File: config.mk
export PLATFORM = sky130hd
export DESIGN_NAME = debug_step_controller
export DESIGN_NICKNAME = d
export VERILOG_FILES = /design/src/rtl/debug_step_controller.sv
export SDC_FILE = /design/constraint.sdc
export NUM_CORES = 1
export LEC_CHECK = 0
export ABC_AREA = 1
export BUFFER_PORTS_ARGS = -buffer_cell sky130_fd_sc_hd__clkbuf_2
export CORE_MARGIN = 1
export CORE_UTILIZATION = 48
export CTS_CLUSTER_DIAMETER = 30
export CTS_CLUSTER_SIZE = 24
export DETAILED_ROUTE_END_ITERATION = 8
export HOLD_SLACK_MARGIN = 0.15
export PLACE_DENSITY = 0.82
export REMOVE_ABC_BUFFERS = 1
export SETUP_SLACK_MARGIN = 0.1
export SYNTH_ARGS = -nofsm -noshare
export SYNTH_HDL_FRONTEND = slang
export SYNTH_SLANG_ARGS = --single-unit
export TNS_END_PERCENT = 30
File: constraint.sdc
create_clock -name clk_1hz -period 1.8 [get_ports clk_1hz]
set_clock_uncertainty 0.15 [all_clocks]
set_input_delay 0.36 -clock clk_1hz [delete_from_list [all_inputs] [get_ports clk_1hz]]
set_output_delay 0.36 -clock clk_1hz [all_outputs]
set_load 0.01 [all_outputs]
File: src/rtl/debug_step_controller.sv
// debug_step_controller
// Run/step controller that gates the CPU control-FSM clock enable. It adds a
// debounced step button, multi-step bursts, clock or instruction step
// granularity, a PC breakpoint with resume, and HLT awareness.
//
// Ports
//   clk_1hz          in   system clock (single domain)
//   reset            in   asynchronous, active-low reset
//   mode             in   00 single-step, 01 free run, 10 burst-N, 11 run-to-breakpoint
//   gran             in   0: step unit is one clock, 1: one instruction (ends on instr_done)
//   step_button_raw  in   active-low raw pushbutton
//   step_count       in   burst length for burst mode (0 behaves as 1)
//   bp_addr          in   breakpoint address
//   pc               in   CPU program counter
//   instr_done       in   1-cycle pulse on the last cycle of an instruction
//   halt_in          in   CPU HLT flag (level)
//   fsm_clk_enable   out  CPU clock enable
//   dbg_state        out  00 HALT, 01 RUN, 10 STEP, 11 BREAK
//   steps_remaining  out  units left in the current step/burst
//   bp_hit           out  high while in BREAK
//
// state  | meaning
// HALT   | CPU frozen, waiting for a press or free-run mode
// RUN    | CPU free running (free-run or run-to-breakpoint)
// STEP   | executing the remaining units of a step/burst
// BREAK  | stopped on a breakpoint match, waiting for resume
module debug_step_controller #(
  parameter int ADDR_W     = 12,
  parameter int CNT_W      = 4,
  parameter int DEBOUNCE_N = 2
) (
  input  logic              clk_1hz,
  input  logic              reset,
  input  logic [1:0]        mode,
  input  logic              gran,
  input  logic              step_button_raw,
  input  logic [CNT_W-1:0]  step_count,
  input  logic [ADDR_W-1:0] bp_addr,
  input  logic [ADDR_W-1:0] pc,
  input  logic              instr_done,
  input  logic              halt_in,
  output logic              fsm_clk_enable,
  output logic [1:0]        dbg_state,
  output logic [CNT_W-1:0]  steps_remaining,
  output logic              bp_hit
);

  typedef enum logic [1:0] {
    ST_HALT  = 2'b00,
    ST_RUN   = 2'b01,
    ST_STEP  = 2'b10,
    ST_BREAK = 2'b11
  } state_t;

  localparam int DB_W = $clog2(DEBOUNCE_N + 1);

  logic            sync_1, sync_2;
  logic            btn_stable;
  logic [DB_W-1:0] db_cnt;
  logic            press;

  state_t          state, state_n;
  logic [CNT_W-1:0] remaining, remaining_n;
  logic            skip_bp, skip_bp_n;
  logic            unit_done;

  // Synchroniser plus debounce. db_cnt counts consecutive samples that
  // disagree with the accepted level; any agreeing sample restarts it.
  always_ff @(posedge clk_1hz or negedge reset) begin
    if (!reset) begin
      sync_1     <= 1'b0;
      sync_2     <= 1'b0;
      btn_stable <= 1'b0;
      db_cnt     <= '0;
      press      <= 1'b0;
    end else begin
      sync_1 <= ~step_button_raw;
      sync_2 <= sync_1;
      press  <= 1'b0;
      if (sync_2 == btn_stable) begin
        db_cnt <= '0;
      end else if (db_cnt == DB_W'(DEBOUNCE_N - 1)) begin
        btn_stable <= sync_2;
        db_cnt     <= '0;
        press      <= sync_2;
      end else begin
        db_cnt <= db_cnt + DB_W'(1);
      end
    end
  end

  always_ff @(posedge clk_1hz or negedge reset) begin
    if (!reset) begin
      state     <= ST_HALT;
      remaining <= '0;
      skip_bp   <= 1'b0;
    end else begin
      state     <= state_n;
      remaining <= remaining_n;
      skip_bp   <= skip_bp_n;
    end
  end

  assign unit_done = gran ? instr_done : 1'b1;

  always_comb begin
    state_n     = state;
    remaining_n = remaining;
    skip_bp_n   = skip_bp;
    if (halt_in) begin
      state_n     = ST_HALT;
      remaining_n = '0;
      skip_bp_n   = 1'b0;
    end else begin
      case (state)
        ST_HALT: begin
          if (mode == 2'b01) begin
            state_n   = ST_RUN;
            skip_bp_n = 1'b0;
          end else if (press) begin
            case (mode)
              2'b00: begin
                state_n     = ST_STEP;
                remaining_n = CNT_W'(1);
              end
              2'b10: begin
                state_n     = ST_STEP;
                remaining_n = (step_count == '0) ? CNT_W'(1) : step_count;
              end
              default: begin
                state_n   = ST_RUN;
                skip_bp_n = 1'b1;
              end
            endcase
          end
        end
        ST_RUN: begin
          // skip_bp only masks the first instruction after a resume
          if (instr_done) skip_bp_n = 1'b0;
          if (mode != 2'b01 && mode != 2'b11) begin
            state_n = ST_HALT;
          end else if (mode == 2'b11 && instr_done && pc == bp_addr && !skip_bp) begin
            state_n = ST_BREAK;
          end
        end
        ST_STEP: begin
          if (unit_done) begin
            if (remaining <= CNT_W'(1)) begin
              state_n     = ST_HALT;
              remaining_n = '0;
            end else begin
              remaining_n = remaining - CNT_W'(1);
            end
          end
        end
        default: begin
          if (press) begin
            state_n   = ST_RUN;
            skip_bp_n = 1'b1;
          end else if (mode == 2'b01) begin
            state_n   = ST_RUN;
            skip_bp_n = 1'b0;
          end else if (mode != 2'b11) begin
            state_n = ST_HALT;
          end
        end
      endcase
    end
  end

  assign fsm_clk_enable  = (state == ST_RUN || state == ST_STEP) && !halt_in;
  assign dbg_state       = state;
  assign steps_remaining = remaining;
  assign bp_hit          = (state == ST_BREAK);

endmodule

==> Flow_metrics.wiki, run 1 <==
{| class="wikitable"
! Metric !! Value
|-
| Count of endpoints failing setup in the final report || 0
|-
| Final critical path time including I/O delays and setup || 1.720 ns
|-
| Largest fanout on the critical path || 3
|-
| First-pass GRT wire length || 4.457 mm
|-
| Post-route standard cell area excluding fillers || 1499 um^2
|-
| Endpoints failing hold || 0
|-
| Multiplexer share of the synthesized area || 0%
|-
| Die height || 51.00 um
|-
| HP Class || flop to flop
|-
| Logic gate share of total power || 63.3%
|-
| Adder-Cell Fraction of Synth Area || 6.515%
|-
| Required arrival time at the worst endpoint || 1.29 ns
|-
| Max-cap viol count || 0
|-
| EDFF count, synth || 0
|-
| # diodes || 0
|-
| Area growth from synthesis to layout || 30.08%
|-
| Pin slew with the least headroom to its limit || 0.3172 ns
|-
| Most instantiated flip-flop cell in the synthesis netlist || dfrtp_1
|-
| Proportion of synthesized chip area in sequential cells || 28.23%
|-
| Post-Syn Area || 1152 um^2
|-
| Routed wire length || 2.451 mm
|-
| Average instance area after synthesis || 6.162 um^2
|-
| Initial antenna violation count || 0
|-
| Final number of max-transition violations || 0
|-
| Data arrival time of the critical path || 1.21 ns
|-
| Pre-CTS setup slack || 0.04694 ns
|-
| Maximum vdd drop || 834.6 uV
|-
| Count of cells along the worst register-to-register path || 10
|-
| Global placement routability congestion || 0.8698
|-
| Placeable core region || 2233 um^2
|-
| Floorplan die width || 51.00 um
|-
| I/O Buffers || 43
|-
| Final ANT Viol Nets || 0
|-
| Maximum clock path buffer count || 2
|-
| Portion of the clock cycle consumed by the worst path in the final layout || 95.56%
|-
| Synth top cells by count || nand2_1 (54), inv_1 (43), nor2_1 (20)
|-
| Fraction of the mapped netlist area in compound gates || 12.27%
|-
| Xor and xnor area share after synthesis || 0.7600%
|-
| Most common cell in the netlist || nand2_1
|-
| DR iter-0 viols || 26
|-
| Hold Path Depth || 0
|-
| Cell type with the highest aggregate area in the netlist || dfrtp_1
|-
| Crit. End Element || primary output
|-
| I/O pin total || 44
|-
| Number of global-route vias before repair || 1170
|-
| Worst Path Class, Setup || flop to primary output
|-
| Clock root buffer || clkbuf_4
|-
| DPL Wire Length || 2.028 mm
|-
| Number of vias per cell after detailed routing || 4.618
|-
| Worst max-slew margin expressed relative to the limit || 78.85%
|-
| Final worst hold slack || 0.2072 ns
|-
| Outcome || finished clean
|-
| TritonCTS clock tree || yes
|-
| Simple-gate area share of the yosys netlist || 36.92%
|-
| Sw Ratio || 46.51%
|-
| GR Util All Layers || 22.38%
|-
| Post-synthesis instance total || 187
|-
| Final worst-path setup slack || 0.07991 ns
|-
| Net Switching || 835.8 uW
|-
| Leakage power total || 0.9136 nW
|-
| Aggregate global routing overflow || 0
|-
| Int Pwr || 961.1 uW
|-
| Area of the die || 2600 um^2
|-
| Share of final-layout standard cells stronger than drive strength 1 || 28.03%
|-
| Pwr dens || 1199 nW/um^2
|-
| Starting Density || 51.60%
|-
| Maximum number of pins on one net before global-route repair || 14
|-
| Sinks on Clock Net || 13
|-
| # H-tree levels || 1
|-
| Seq cells post-synth || 13
|-
| Area share of the largest cell type after synthesis || 28.23%
|-
| Count of TritonRoute iterations in the first routing pass || 5
|-
| Top sig layer || met4
|-
| Clock buffers created by TritonCTS || 3
|-
| Met3 WL post-DR || 115 um
|-
| Warnings from Yosys || 0
|-
| # DRC || 0
|-
| Wire length per cell after detailed routing || 9.180 um
|-
| Critical Path Source Type || flop
|-
| Largest cells by area after synthesis || dfrtp_1 (28%), nand2_1 (18%), inv_1 (14%)
|-
| Area after detailed placement || 1403 um^2
|-
| FFs w/ async S/R, synth || 100.0%
|-
| Setup repair after global routing missed its margin || true
|-
| Met1 layer wirelength in the final routing || 1.196 mm
|-
| TNS Setup || 0 ns
|-
| Number of distinct library cell variants in the gate-level netlist after synthesis || 23
|-
| Proportion of power drawn by flip-flops and latches || 26.6%
|-
| Layout net count || 282
|-
| Dominant combinational cell family by area after synthesis || simple AND/OR/NAND/NOR gates
|-
| Met2 Wirelength || 1.115 mm
|-
| Clock network power share || 10.1%
|-
| Clock-pin slew reported for the worst setup and hold paths after clock tree synthesis || 0.07 ns
|-
| Standard-cell rows || 17
|-
| Vias post-DR || 1233
|-
| Source-to-sink clock delay at the later pin of the worst-skew pair || 0.28 ns
|-
| Maximum clock rate || 0.5814 GHz
|}
## routing by layer
layer	vias up	global-route usage [%]
li1	674	-
met1	517	28.47
met2	38	37.94
met3	4	3.869
met4	0	7.407
met5	-	0
## cell families (layout without fill, tap and decap cells)
group / after synthesis / count (layout)
XOR/XNOR: 1 / 1
buffers and inverters: 46 / 98
adder cells (fa/ha/maj): 6 / 6
AO/OA/AOI/OAI: 25 / 25
flip-flops: 13 / 13
AND/OR/NAND/NOR: 96 / 96
## cell usage in the layout (no fill, tap or decap), types with 2 or more instances in the layout
| master | synthesis | final |
|---|---|---|
| dlygate4sd3_1 | 0 | 2 |
| buf_4 | 1 | 4 |
| ha_1 | 6 | 3 |
| nand3_1 | 13 | 13 |
| inv_1 | 43 | 38 |
| ha_4 | 0 | 2 |
| nor2_1 | 20 | 20 |
| nor3_1 | 3 | 3 |
| clkbuf_2 | 0 | 42 |
| inv_2 | 2 | 7 |
| a21oi_2 | 2 | 2 |
| o21ai_0 | 12 | 11 |
| clkbuf_4 | 0 | 3 |
| dfrtp_1 | 13 | 13 |
| nand2_1 | 54 | 54 |
| a21oi_1 | 7 | 7 |
## path summary, 6_finish.rpt
| check | start | endpoint | slack [ns] |
|---|---|---|---|
| max | dbg_state[1]$_DFFE_PN0P_ | fsm_clk_enable | 0.08 |
| min | sync_1$_DFF_PN0_ | sync_2$_DFF_PN0_ | 0.21 |
| max reg2reg | steps_remaining[0]$_DFFE_PN0P_ | dbg_state[1]$_DFFE_PN0P_ | 0.12 |
| min reg2reg | sync_1$_DFF_PN0_ | sync_2$_DFF_PN0_ | 0.21 |
| max in group asynchronous | reset | btn_stable$_DFFE_PN0P_ | 0.91 |
| min in group asynchronous | reset | steps_remaining[1]$_DFFE_PN0P_ | 0.34 |
## layout make-up
class,instances,area (um^2)
fillers,230,734.5
multi-input cells,128,678.2
flip-flops and latches,13,325.3
repair buffers,49,265.3
inverters,45,168.9
well taps,28,35.03
clock buffers,4,26.28
## metrics by stage
stage | util, % | instances | power, mW
6_report | 67.11 | 267 | 1.797
3_3_place_gp | 62.80 | 258 | 1.453
3_5_place_dp | 62.80 | 258 | 1.473
2_1_floorplan | - | 186 | 1.178
4_1_cts | 67.00 | 267 | 1.773
5_1_grt | 67.11 | 267 | 1.961
## worst max-delay path, stage by stage, from the launching register on
cell	delay [ns]
dfrtp_1	0.39
inv_2	0.07
ha_4	0.26
inv_1	0.03
nor2_1	0.07
buf_2	0.13
## power groups by stage
| stage | clock [mW] | combinational [mW] | sequential (mW) |
|---|---|---|---|
| after floorplan | 0 | 0.674 | 0.504 |
| after global placement | 0 | 0.978 | 0.474 |
| after detailed placement | 0 | 0.989 | 0.484 |
| after CTS | 0.184 | 1.11 | 0.474 |
| after global routing | 0.194 | 1.28 | 0.491 |
| final | 0.181 | 1.14 | 0.478 |
## flip-flops by register name, indices dropped and copies added, names as in the netlist
signal	flops
sync_2	1
press	1
btn_stable	1
skip_bp	1
steps_remaining	4
db_cnt	2
sync_1	1
dbg_state	2
## repair_timing
action	in CTS	in global routing
hold endpoints to repair	14	0
resized for setup	5	6
setup buffers	3	0
setup endpoints to repair	6	9
hold buffers	2	0
pin swaps	2	2
Note: power is estimated with default switching activity, not from simulation.
==> run 2: changes to the inputs <==
--- a/config.mk
+++ b/config.mk
@@ -5,12 +5,11 @@
 export SDC_FILE = /design/constraint.sdc
 export NUM_CORES = 1
 export LEC_CHECK = 0
-export ABC_AREA = 1
 export BUFFER_PORTS_ARGS = -buffer_cell sky130_fd_sc_hd__clkbuf_2
-export CORE_MARGIN = 1
-export CORE_UTILIZATION = 48
+export CORE_MARGIN = 2
+export CORE_UTILIZATION = 47
 export CTS_CLUSTER_DIAMETER = 30
-export CTS_CLUSTER_SIZE = 24
+export CTS_CLUSTER_SIZE = 8
 export DETAILED_ROUTE_END_ITERATION = 8
 export HOLD_SLACK_MARGIN = 0.15
 export PLACE_DENSITY = 0.82
==> Flow_metrics.wiki, run 2 <==
{| class="wikitable"
! Metric !! Value
|-
| Outcome || finished clean
|-
| Post-route core utilization || 75.69%
|-
| Flip-flop count of the largest register after layout || 4
|-
| Leakage power total || 0.7054 nW
|-
| Post-Syn Area || 1026 um^2
|-
| Die height || 50.72 um
|-
| CP peak stage delay || 0.41 ns
|-
| Setup repair after global routing missed its margin || true
|-
| Total buffers and inverters traversed by the critical path || 2
|-
| Worst max-slew margin expressed relative to the limit || 78.83%
|-
| I/O Buffers || 43
|-
| Final worst hold slack || 0.2153 ns
|-
| Area share of the largest cell type after synthesis || 31.71%
|-
| DPL Wire Length || 2.193 mm
|-
| Largest cells by area after synthesis || dfrtp_1 (32%), xnor2_1 (11%), ha_1 (7.3%)
|-
| Wire length per cell after detailed routing || 14.73 um
|-
| Global placement routability congestion || 0.7934
|-
| Reg-to-reg critical path startpoint || steps_remaining[0]$_DFFE_PN0P_
|-
| Number of global-route vias before repair || 1102
|-
| Crit. End Element || primary output
|-
| Clock root buffer || clkbuf_4
|-
| TritonCTS clock tree || yes
|-
| # diodes || 0
|-
| FFs w/ async S/R, synth || 100.0%
|-
| Count of cells along the worst register-to-register path || 7
|-
| Worst r2r dst || dbg_state[1]$_DFFE_PN0P_
|-
| I/O pin total || 44
|-
| Pwr dens || 1166 nW/um^2
|-
| Count of endpoints failing setup in the final report || 0
|-
| Worst Min Path Start || sync_1$_DFF_PN0_
|-
| EDFF count, synth || 0
|-
| Worst-case hold path end point || sync_2$_DFF_PN0_
|-
| Sinks on Clock Net || 13
|-
| Floorplan die width || 50.72 um
|-
| Required arrival time at the worst endpoint || 1.29 ns
|-
| Aggregate global routing overflow || 0
|-
| Synth top cells by count || dfrtp_1 (13), xnor2_1 (13), inv_1 (10)
|-
| # DRC || 0
|-
| Endpoints failing hold || 0
|-
| First-pass GRT wire length || 4.595 mm
|-
| Share of final-layout standard cells stronger than drive strength 1 || 47.43%
|-
| Vias post-DR || 1110
|-
| Area of the die || 2573 um^2
|-
| Average instance area after synthesis || 8.922 um^2
|-
| Clock-pin slew reported for the worst setup and hold paths after clock tree synthesis || 0.08 ns
|-
| Number of distinct library cell variants in the gate-level netlist after synthesis || 38
|-
| Largest fanout on the critical path || 2
|-
| Placeable core region || 2002 um^2
|-
| Maximum clock rate || 0.5673 GHz
|-
| Final number of max-transition violations || 0
|-
| Number of vias per cell after detailed routing || 5.495
|-
| Final ANT Viol Nets || 0
|-
| Clock buffers created by TritonCTS || 3
|-
| Max-cap viol count || 0
|-
| Portion of the clock cycle consumed by the worst path in the final layout || 97.93%
|-
| Hold Path Depth || 0
|-
| Crit path max-delay cell type || dfrtp_1
|-
| Warnings from Yosys || 0
|-
| Critical Path Source Type || flop
|-
| Starting Density || 51.25%
|-
| Most instantiated flip-flop cell in the synthesis netlist || dfrtp_1
|-
| DR iter-0 viols || 30
|-
| Worst Path Class, Setup || flop to primary output
|-
| Cell family with the largest share of critical-path delay || flip-flops
|-
| Maximum number of pins on one net before global-route repair || 14
|-
| Most frequent cells in the layout || clkbuf_2 (42), xnor2_1 (13), dfrtp_1 (13)
|-
| Maximum clock path buffer count || 2
|-
| Data arrival time of the critical path || 1.25 ns
|-
| Pin slew with the least headroom to its limit || 0.3141 ns
|-
| Post-synthesis instance total || 115
|-
| Commonest non-fill, non-tap cell in the layout || clkbuf_2
|-
| HP Class || flop to flop
|-
| Cell type with the highest aggregate area in the netlist || dfrtp_1
|-
| Worst path cell trace || inv_2 > ha_4 > nor2b_4 > buf_6
|-
| # H-tree levels || 1
|-
| Layout net count || 218
|-
| Proportion of synthesized chip area in sequential cells || 31.71%
|-
| Source-to-sink clock delay at the later pin of the worst-skew pair || 0.28 ns
|-
| GR Util All Layers || 23.65%
|-
| Seq cells post-synth || 13
|-
| Maximum vdd drop || 1196 uV
|-
| Total power of the final layout || 1.767 mW
|-
| Worst reg2reg setup slack || 0.04 ns
|-
| Routed wire length || 2.976 mm
|-
| Final critical path time including I/O delays and setup || 1.763 ns
|-
| Initial antenna violation count || 0
|-
| Count of TritonRoute iterations in the first routing pass || 4
|-
| Area growth from synthesis to layout || 47.68%
|-
| Standard-cell rows || 16
|}
run 2: cell count changes after synthesis, sizes merged, moves of 9 or more:
cell,previous run,this run
nand2,56,9
nand3,13,1
o21ai,12,3
inv,45,10
nor2,20,5
xnor2,1,13
run 2: worst max-delay path by stage:
stage | endpoint | from | cells past startpoint
2_1_floorplan | steps_remaining[2]$_DFFE_PN0P_ | dbg_state[0]$_DFFE_PN0P_ | 7
3_3_place_gp | steps_remaining[1]$_DFFE_PN0P_ | dbg_state[0]$_DFFE_PN0P_ | 6
3_5_place_dp | dbg_state[1]$_DFFE_PN0P_ | steps_remaining[0]$_DFFE_PN0P_ | 7
4_1_cts | fsm_clk_enable | dbg_state[0]$_DFFE_PN0P_ | 4
5_1_grt | dbg_state[1]$_DFFE_PN0P_ | steps_remaining[1]$_DFFE_PN0P_ | 7
6_report | fsm_clk_enable | dbg_state[1]$_DFFE_PN0P_ | 4
run 2: report_power, final:
part	internal [mW]	total [mW]	switching (mW)	leakage (nW)
clock network	0.0859	0.177	0.0916	0.0150
logic	0.568	1.13	0.564	0.523
registers	0.372	0.457	0.0850	0.168
total	1.03	1.77	0.741	0.705
run 2: cell families (layout without fill, tap and decap cells):
logic type | after synthesis | after routing | share of synthesized area (%)
compound gates | 26 | 26 | 17.44
xor+xnor | 13 | 13 | 11.10
fa+ha+maj | 6 | 6 | 7.317
buf+inv | 12 | 72 | 4.635
flops | 13 | 13 | 31.71
mux | 2 | 2 | 2.195
simple gates | 43 | 43 | 25.61
run 2: final cells by class:
cell class | count | area (um^2)
flip-flops and latches | 13 | 325.3
well taps | 27 | 33.78
fillers | 145 | 486.7
clock buffers | 4 | 26.28
repair buffers | 58 | 346.6
inverters | 10 | 37.54
multi-input cells | 90 | 745.7
run 2: per-stage QoR:
stage                     instance area [um^2]  setup slack [ns]  instances  setup TNS [ns]
after floorplan                           1016           0.06973        113               0
after global placement                    1325           0.03660        191               0
after detailed placement                  1325          -0.04867        191        -0.05524
after CTS                                 1443           0.03849        202               0
after global routing                      1515          -0.01888        202        -0.02825
final                                     1515           0.03729        202               0
run 2: routing by layer:
| layer | global-route usage [%] | share of wire, % |
|---|---|---|
| met4 | 6.306 | 2.8 |
| met5 | 0 | 0 |
| met2 | 42.98 | 54 |
| met1 | 27.53 | 38 |
| met3 | 5.655 | 5.1 |
run 2: repair_timing:
item                                   CTS  global route
pin swaps                                1             4
buffers inserted                         5             0
endpoints found under the hold margin   14             0
setup endpoints to repair                7             9
hold buffers                             2             0
resized for setup                        9            18
==> run 3: changes to the inputs <==
--- a/config.mk
+++ b/config.mk
@@ -11,10 +11,10 @@
 export CTS_CLUSTER_DIAMETER = 30
 export CTS_CLUSTER_SIZE = 8
 export DETAILED_ROUTE_END_ITERATION = 8
+export GPL_ROUTABILITY_DRIVEN = 0
 export HOLD_SLACK_MARGIN = 0.15
 export PLACE_DENSITY = 0.82
 export REMOVE_ABC_BUFFERS = 1
-export SETUP_SLACK_MARGIN = 0.1
 export SYNTH_ARGS = -nofsm -noshare
 export SYNTH_HDL_FRONTEND = slang
 export SYNTH_SLANG_ARGS = --single-unit
==> Flow_metrics.wiki, run 3 (synthesis gave the netlist of run 2 again) <==
{| class="wikitable"
! Metric !! Value
|-
| Outcome || complete, but fails checks
|-
| Violations in the final reports || negative setup slack
|-
| Area of the die || 2573 um^2
|-
| Worst-case hold path end point || sync_2$_DFF_PN0_
|-
| Die height || 50.72 um
|-
| Count of endpoints failing setup in the final report || 1
|-
| Setup repair after global routing missed its margin || true
|-
| Layout net count || 217
|-
| I/O pin total || 44
|-
| Final number of max-transition violations || 0
|-
| Clock buffers created by TritonCTS || 3
|-
| Placeable core region || 2002 um^2
|-
| Aggregate global routing overflow || 0
|-
| First-pass GRT wire length || 4.560 mm
|-
| Sinks on Clock Net || 13
|-
| Wire length per cell after detailed routing || 14.63 um
|-
| Pwr dens || 1163 nW/um^2
|-
| Worst Path Class, Setup || flop to flop
|-
| Largest fanout on the critical path || 5
|-
| Number of vias per cell after detailed routing || 5.373
|-
| Maximum clock path buffer count || 2
|-
| Maximum number of pins on one net before global-route repair || 14
|-
| Portion of the clock cycle consumed by the worst path in the final layout || 102.3%
|-
| Final critical path time including I/O delays and setup || 1.842 ns
|-
| Pin slew with the least headroom to its limit || 0.3217 ns
|-
| Critical Path Source Type || flop
|-
| Final ANT Viol Nets || 0
|-
| Required arrival time at the worst endpoint || 1.82 ns
|-
| Max-cap viol count || 0
|-
| Count of TritonRoute iterations in the first routing pass || 4
|-
| Count of cells along the worst register-to-register path || 7
|-
| Floorplan die width || 50.72 um
|-
| Fill cell count || 152
|-
| Vias post-DR || 1080
|-
| Post-route core utilization || 73.88%
|-
| Number of placed instances, taps included || 191
|-
| Maximum clock rate || 0.5430 GHz
|-
| I/O Buffers || 43
|-
| Endpoints failing hold || 0
|-
| Final instance count without filler cells || 201
|-
| Data arrival time of the critical path || 1.86 ns
|-
| # H-tree levels || 1
|-
| Standard-cell rows || 16
|-
| Hold Path Depth || 0
|-
| Final worst-path setup slack || -0.04172 ns
|-
| Area growth from synthesis to layout || 44.15%
|-
| Worst reg2reg setup slack || -0.04 ns
|-
| Clock-pin slew reported for the worst setup and hold paths after clock tree synthesis || 0.08 ns
|-
| Logic gate share of total power || 62.6%
|-
| Flip-flop count of the largest register after layout || 4
|-
| Int Pwr || 995.3 uW
|-
| Net Switching || 724.1 uW
|-
| Initial antenna violation count || 0
|-
| DPL Wire Length || 2.193 mm
|-
| Leakage power total || 0.6950 nW
|-
| Worst r2r dst || dbg_state[1]$_DFFE_PN0P_
|-
| Clock root buffer || clkbuf_4
|-
| Worst max-slew margin expressed relative to the limit || 78.55%
|-
| Share of final-layout standard cells stronger than drive strength 1 || 43.10%
|-
| Starting Density || 51.25%
|-
| Number of global-route vias before repair || 1085
|-
| Source-to-sink clock delay at the later pin of the worst-skew pair || 0.28 ns
|-
| Commonest non-fill, non-tap cell in the layout || clkbuf_2
|-
| Worst Min Path Start || sync_1$_DFF_PN0_
|-
| Proportion of power drawn by flip-flops and latches || 27.1%
|-
| GR Util All Layers || 23.46%
|-
| Most frequent cells in the layout || clkbuf_2 (43), xnor2_1 (13), dfrtp_1 (12), buf_4 (12), nand2_1 (9)
|-
| Sw Ratio || 42.11%
|-
| Reg-to-reg critical path startpoint || steps_remaining[0]$_DFFE_PN0P_
|-
| Clock network power share || 10.3%
|-
| # DRC || 0
|-
| Maximum vdd drop || 1199 uV
|-
| TritonCTS clock tree || yes
|-
| Routed wire length || 2.941 mm
|-
| Crit. End Element || flop
|-
| Final worst hold slack || 0.2151 ns
|-
| DR iter-0 viols || 21
|-
| # diodes || 0
|-
| HP Class || flop to flop
|}
-- run 3: cell types whose count changed in the layout (fill, tap and decap cells not counted), moves of 2 or more --
cell	before	now
inv_1	5	7
ha_2	2	0
ha_1	1	3
buf_6	3	0
inv_2	5	3
-- run 3: layer usage --
layer | GRT usage (%) | part of all wire, % | vias to the layer above
li1 | - | - | 529
met1 | 27.72 | 41 | 508
met2 | 42.11 | 54 | 37
met3 | 5.655 | 4.1 | 6
met4 | 6.306 | 1.6 | 0
met5 | 0 | 0 | -
-- run 3: cell type report --
class                      instances  area, um^2  share of cell area, %
multi-input combinational         90       729.5                  49.32
clock buffer                       4       26.28                  1.777
tap                               27       33.78                  2.284
inverter                          10       37.54                  2.538
timing repair buffer              57       325.3                  22.00
sequential                        13       326.6                  22.08
-- run 3: worst max-delay path by stage --
stage | from | endpoint | slack [ns]
3_3_place_gp | dbg_state[0]$_DFFE_PN0P_ | steps_remaining[1]$_DFFE_PN0P_ | 0.04
4_1_cts | dbg_state[0]$_DFFE_PN0P_ | fsm_clk_enable | 0.01
3_5_place_dp | steps_remaining[0]$_DFFE_PN0P_ | dbg_state[1]$_DFFE_PN0P_ | -0.05
5_1_grt | steps_remaining[0]$_DFFE_PN0P_ | dbg_state[1]$_DFFE_PN0P_ | -0.09
6_report | steps_remaining[0]$_DFFE_PN0P_ | dbg_state[1]$_DFFE_PN0P_ | -0.04
2_1_floorplan | dbg_state[0]$_DFFE_PN0P_ | steps_remaining[2]$_DFFE_PN0P_ | 0.07
-- run 3: what timing repair did --
action,CTS,global route
setup buffers,2,2
resized for setup,4,13
pin swaps,0,5
setup endpoints to repair,6,6
hold endpoints to repair,14,0
hold buffers,2,0
-- run 3: power groups by stage --
stage	sequential [mW]	combinational (mW)	clock [mW]
floorplan	0.464	0.524	0
global placement	0.456	0.802	0
detailed placement	0.462	0.846	0
CTS	0.447	0.945	0.178
global route	0.472	1.17	0.194
finish	0.465	1.08	0.177
-- run 3: critical path, stage by stage, from the launching register on --
cell and delay (ns):
dfrtp_2 0.46, inv_2 0.09, ha_4 0.14, nor2_4 0.04, o41ai_4 0.34, o21a_1 0.21
o31ai_2 0.08, a32o_1 0.22
-- run 3: metrics by stage --
stage	setup TNS [ns]	setup slack [ns]	cell area, um^2	power, mW
finish	-0.04172	-0.04172	1479	1.719
global route	-0.2037	-0.09318	1479	1.833
CTS	0	0.01431	1409	1.570
detailed placement	-0.05524	-0.04867	1325	1.308
global placement	0	0.03660	1325	1.258
floorplan	0	0.06973	1016	0.9875
